[src/rtl/mbgd_hy_sched.sv]
// H-Y reduction sequencer: pairs h/y rows, fires the subtractor, streams differences.
// Optional abort port pair enabled by defining MBGD_HY_ABORT_EN.
module mbgd_hy_sched #(
  parameter int N      = 8,
  parameter int DW     = 8,
  parameter int ROW_AW = 8
) (
  input  logic              clk,
  input  logic              resetn,
  input  logic              start,
  input  logic [ROW_AW-1:0] batch_rows,
  input  logic              h_valid,
  output logic              h_ready,
  input  logic [DW*N-1:0]   h_data,
  input  logic              y_valid,
  output logic              y_ready,
  input  logic [DW*N-1:0]   y_data,
  output logic              red_en,
  output logic [DW*N-1:0]   red_inp1,
  output logic [DW*N-1:0]   red_inp2,
  input  logic [DW*N-1:0]   red_result,
  output logic              out_valid,
  input  logic              out_ready,
  output logic [DW*N-1:0]   out_data,
  output logic              out_last,
  output logic              busy,
  output logic              done,
`ifdef MBGD_HY_ABORT_EN
  input  logic              abort,
  output logic              aborted,
`endif
  output logic [ROW_AW-1:0] rows_done
);

  typedef enum logic [2:0] {
    ST_IDLE,
    ST_LOAD,
    ST_FIRE,
    ST_OUT,
    ST_DONE
  } state_t;

  state_t            state;
  state_t            state_d;
  logic [ROW_AW-1:0] rows_total;
  logic              abort_hit;
  logic              take;
  logic              out_fire;
  logic              last_row;
  logic              go;

`ifdef MBGD_HY_ABORT_EN
  assign abort_hit = abort & (state != ST_IDLE);
`else
  assign abort_hit = 1'b0;
`endif

  assign go       = (state == ST_IDLE) & start;
  assign take     = (state == ST_LOAD) & h_valid
                  & y_valid & ~abort_hit;
  assign last_row = rows_done
                  == (rows_total - ROW_AW'(1));
  assign out_fire = (state == ST_OUT) & out_ready
                  & ~abort_hit;

  assign h_ready   = take;
  assign y_ready   = take;
  assign red_en    = (state == ST_FIRE);
  assign out_valid = (state == ST_OUT);
  assign out_data  = red_result;
  assign out_last  = out_valid & last_row;
  assign busy      = (state != ST_IDLE);
  assign done      = (state == ST_DONE);

  always_comb begin
    state_d = state;
    unique case (state)
      ST_IDLE: begin
        if (start) begin
          if (batch_rows == '0) state_d = ST_DONE;
          else                  state_d = ST_LOAD;
        end
      end
      ST_LOAD: begin
        if (take) state_d = ST_FIRE;
      end
      ST_FIRE: state_d = ST_OUT;
      ST_OUT: begin
        if (out_fire) begin
          if (last_row) state_d = ST_DONE;
          else          state_d = ST_LOAD;
        end
      end
      ST_DONE: state_d = ST_IDLE;
      default: state_d = ST_IDLE;
    endcase
    // abort beats any completion on the same edge
    if (abort_hit) state_d = ST_IDLE;
  end

  always_ff @(posedge clk or negedge resetn) begin
    if (!resetn) state <= ST_IDLE;
    else         state <= state_d;
  end

  always_ff @(posedge clk or negedge resetn) begin
    if (!resetn) begin
      rows_total <= '0;
      rows_done  <= '0;
    end else if (go) begin
      rows_total <= batch_rows;
      rows_done  <= '0;
    end else if (out_fire) begin
      rows_done  <= rows_done + ROW_AW'(1);
    end
  end

  // operands stay put so the subtractor output holds through OUT
  always_ff @(posedge clk or negedge resetn) begin
    if (!resetn) begin
      red_inp1 <= '0;
      red_inp2 <= '0;
    end else if (take) begin
      red_inp1 <= h_data;
      red_inp2 <= y_data;
    end
  end

`ifdef MBGD_HY_ABORT_EN
  always_ff @(posedge clk or negedge resetn) begin
    if (!resetn) aborted <= 1'b0;
    else         aborted <= abort_hit;
  end
`endif

endmodule

[config.mk]
export PLATFORM = sky130hd
export DESIGN_NAME = mbgd_hy_sched
export DESIGN_NICKNAME = d
export VERILOG_FILES = /design/src/rtl/mbgd_hy_sched.sv
export SDC_FILE = /design/constraint.sdc
export NUM_CORES = 1
export LEC_CHECK = 0
export CAP_MARGIN = 10
export CORE_AREA = 5 5 155 157
export CTS_CLUSTER_DIAMETER = 150
export DETAILED_ROUTE_END_ITERATION = 7
export DIE_AREA = 0 0 160 162
export GPL_ROUTABILITY_DRIVEN = 0
export PLACE_DENSITY = 0.78
export SKIP_CTS_REPAIR_TIMING = 1
export SYNTH_ARGS = -nofsm -noshare
export SYNTH_HDL_FRONTEND = slang
export SYNTH_SLANG_ARGS = --single-unit
[constraint.sdc]
create_clock -name clk -period 2.96 [get_ports clk]
set_input_delay 0.592 -clock clk [delete_from_list [all_inputs] [get_ports clk]]
set_output_delay 0.592 -clock clk [all_outputs]
set_load 0.03 [all_outputs]
## Word level (Yosys, flattened, before mapping)

Cells that the tools add are included.

| cells by class | value |
|---|---|
| multipliers | 0 |
| mux-type cells | 8 |
| add/sub/neg operators | 2 |
| eq/ne operators | 8 |
| bitwise operators | 5 |
| div/mod/pow operators | 0 |
| order comparisons | 0 |
| reductions and logical operators | 5 |
| shift-type cells | 0 |

Operator list:

| kind | count |
|---|---|
| 8-bit two-way mux | 2 |
| 3-bit two-way mux | 5 |
| 3-bit case mux with 4 select lines | 1 |
| 8-bit by 1-bit adder with 8-bit output, second input constant | 1 |
| 8-bit == test | 1 |
| 8-bit zero test | 1 |
| 8-bit by 1-bit subtractor with 8-bit output, second input constant | 1 |
| 3-bit by 2-bit == test with 1-bit output, second input constant | 2 |
| 1-bit AND | 5 |
| 2-bit != test, second input constant | 2 |
| 3-bit by 1-bit == test with 1-bit output, second input constant | 1 |
| 3-bit == test, second input constant | 1 |
| 3-bit zero test | 1 |
| 3-bit AND reduction | 1 |
| 3-bit nonzero test | 1 |
| 2-bit by 1-bit != test with 1-bit output, second input constant | 1 |
| 2-bit nonzero test | 1 |

| word-level totals | value |
|---|---|
| input port bits | 206 |
| logic and storage cells | 33 |
| ROM bits | 0 |
| flip-flop bits (word level) | 147 |
| memories | 0 |
| output and inout port bits | 207 |
| bits in latches | 0 |
| memory bits (writable) | 0 |

## Longest topological paths before layout

| depth | value |
|---|---|
| word-level depth | 5 |
| mapped depth | 7 |

## Worst setup path after synthesis

No wires, ideal clock.

| path | value |
|---|---|
| kind | flip-flop to output port |
| start | register rows_total[0] |
| end | output out_last |
| stages on the path, launching flop included | 8 |
| path buffers | 0 |
| data required time | 2.368 ns |
| data arrival time | 2.008 ns |
| setup slack | 0.360 ns |
| cells stage by stage | dfrtp_1 inv_1 ha_1 o21bai_1 a2111oi_0 a311o_1 o2111ai_1 nor2_1 |

| on the way | value |
|---|---|
| cells in the longest elaborated chain, start to end | 3 |

Ends and longest elaborated chain:

| what | line | source |
|---|---|---|
| start, declared | 45 | `logic [ROW_AW-1:0] rows_total;` |
| start signal, assigned | 111 | `rows_total <= batch_rows;` |
| 8-bit by 1-bit subtractor with 8-bit output | 62 | `== (rows_total - ROW_AW'(1));` |
| 8-bit == test | 62 |  |
| 1-bit AND | 71 | `assign out_last = out_valid & last_row;` |
| end, declared | 25 | `output logic out_last,` |

Every way passes these cells.

## Worst setup path in the final report

Ends and elaborated chain as after synthesis.

==> out/summary.txt <==
status: finished, final reports clean
number of enable flip-flop cells after synthesis: 0
die width: 160 um
Startpoint Class: flip-flop
CTS tree: built
worst slew pin tran: 0.534 ns
met2 GRT Util: 0.229
GRT Util Overall: 0.133
HPWL Detailed: 13300 um
Num CTS Buffers: 17
Chip Height: 162 um
final hold viol count: 0
Simple-Gate Fraction of Synth Area: 0.0506
Root Buffer: clkbuf_16
die area: 0.0259 mm^2
Port Buffers: 284
synthesized area: 0.00647 mm^2
Worst slew margin: 0.644
minimum hold slack: 0.139 ns
Routed wire per std cell: 17.7 um
setup violators final: 0
# H-tree levels: 4
combinational family with the most area after synthesis: multiplexers
Fillers: 2063
Design Area, Final: 0.00980 mm^2
drt first pass iters: 5
vias: 4427
worst-path fanout max: 8
leak pwr: 3.96 nW
critical path class: reg2out
slowest CP cell: dfrtp_2
crit path DAT: 2.27 ns
antenna-violating nets left: 0
Synth cell types: 47
post-synth top area share: 0.568
max-slew violation count: 0
via/cell ratio: 4.46
Clock Path Buffers: 2
Setup crit end kind: output port
final WL: 17600 um
worst vdd ir: 0.505 mV
ranking of synthesized cells by area: dfrtp_1 (57%), mux2_2 (23%), buf_4 (9.0%), xnor2_1 (1.2%), xor2_1 (0.81%)
final clock skew: 0.0187 ns
layer carrying the most global-route usage: met2
fmax: 0.349 GHz
1st-iter DRT viols: 137
most frequent cells in the layout: clkdlybuf4s50_1 (280), dfrtp_1 (145), mux2_2 (134)
R2R depth: 4
mux cell area share after synthesis: 0.235
Clk Latency, worst-skew pair: 0.42 ns
GR Overflow Total: 0
RR Endpoint: red_inp1[45]
post-synthesis compound-gate area fraction: 0.0226
layout cell share with drive strength beyond 1: 0.281
drt drc: 0
CP peak stage delay: 0.42 ns
post-route minimum period: 2.86 ns
adder-cell share of the synthesized area: 0.00387
Post-Syn Nets: 670
clk slew on worst S/H paths: 0.07 ns
total power: 11.6 mW
core region area: 0.0224 mm^2
sequential area share after synthesis: 0.568
pwr/cell area: 1180 mW/mm^2
initial antenna violation count: 0
most common cell after layout, fill and taps aside: clkdlybuf4s50_1
CTS Sinks: 147
Final nets: 902
Final Cycle Share: 0.967
CP cell instances: inv_2, ha_4, o21bai_1, a2111oi_2, a311o_1, o2111ai_2, nor2_1, buf_4
Critical Path RT: 2.37 ns
Yosys reg bits: 147
n_diodes: 0
largest net degree at the start of global routing: 65
flop-to-flop setup slack: 0.97 ns
synthesized instance count: 462
vias in the first global route: 4856
Hold Crit Class: in2async
Async SR Flop Fraction: 1.00
Worst R2R Start: state[1]
# IOs: 413
Area Growth Syn to Fin: 51.5%
met3 Resource Use GR: 0.0495
GRT met1 Usage: 0.152
XOR/XNOR Fraction of Synth Area: 0.0203
Synth Flop Type: dfrtp_1
DP Area: 0.00916 mm^2
Max Cap Viol: 0
Post-Syn Area per Cell: 14.0 um^2
first-pass GRT wire length: 27400 um
Yosys warnings: 0
FP Rows: 55
leading area contributor after synthesis: dfrtp_1
Starting Density: 0.289
## layout make-up
cell class                      count  area, um^2  area share
Sequential cell                   147        3680       0.375
Inverter                            6        25.0     0.00255
Tap cell                          285         357      0.0364
Multi-Input combinational cell    225        2200       0.225
Clock buffer                       19         453      0.0462
Timing Repair Buffer              297        2970       0.303
Clock inverter                     13         115      0.0117
## report_power, final
| part | switching [mW] | internal, mW | total (mW) |
|---|---|---|---|
| Clock | 0.925 | 1.15 | 2.07 |
| Combinational | 3.09 | 2.81 | 5.90 |
| Sequential | 0.602 | 2.99 | 3.59 |
| Total | 4.62 | 6.94 | 11.6 |
## per-stage QoR
stage,setup WS [ns],utilization,instances,TNS [ns]
4_1_cts,-0.149,0.435,988,-0.149
3_3_place_gp,0.381,0.409,956,0
2_1_floorplan,0.360,-,462,0
3_5_place_dp,0.316,0.409,956,0
5_1_grt,-0.0309,0.438,992,-0.0309
6_report,0.0970,0.438,992,0
## metal layers
layer / wire [um] / part of all wire
met1: 6950 / 0.40
met5: 0 / 0
met4: 342 / 0.019
met3: 1270 / 0.072
met2: 9030 / 0.51
## worst max-delay path: cells and delay by family (launching register included)
kind	cells	cell delay [ns]
adders and majority gates	1	0.18
and+or+nand+nor	1	0.15
DFF	1	0.42
AOI/OAI and AO/OA	4	0.87
buffers and inverters	2	0.25
## cell usage after synthesis, drive strengths merged, types with 3 or more instances
cell type	number
xnor2	9
nand3b	3
o21ai	7
or3	4
buf	82
mux2	134
nand4	3
nor3	5
nor2	12
dfrtp	147
xor2	6
inv	6
nand2	10
## registers in the layout, indices dropped and copies added, names as in the netlist
| name | cells |
|---|---|
| rows_done | 8 |
| red_inp1 | 64 |
| state | 3 |
| rows_total | 8 |
| red_inp2 | 64 |
## kinds of logic (layout without fill, tap and decap cells)
family | count (synthesis) | in the layout
DFF | 147 | 147
muxes | 135 | 135
buffers and inverters | 90 | 335
and+or+nand+nor | 52 | 52
AOI/OAI and AO/OA | 21 | 21
xor gates and xnor gates | 15 | 15
adders and majority gates | 2 | 2
## how the worst max path moves through the flow
stage / start / endpoint
after floorplan: rows_total[0] / out_last
after global placement: rows_total[0] / out_last
after detailed placement: rows_total[0] / out_last
after CTS: rows_total[0] / out_last
after global routing: rows_total[0] / out_last
final: rows_total[0] / out_last
(Power assumes the default switching activity.)
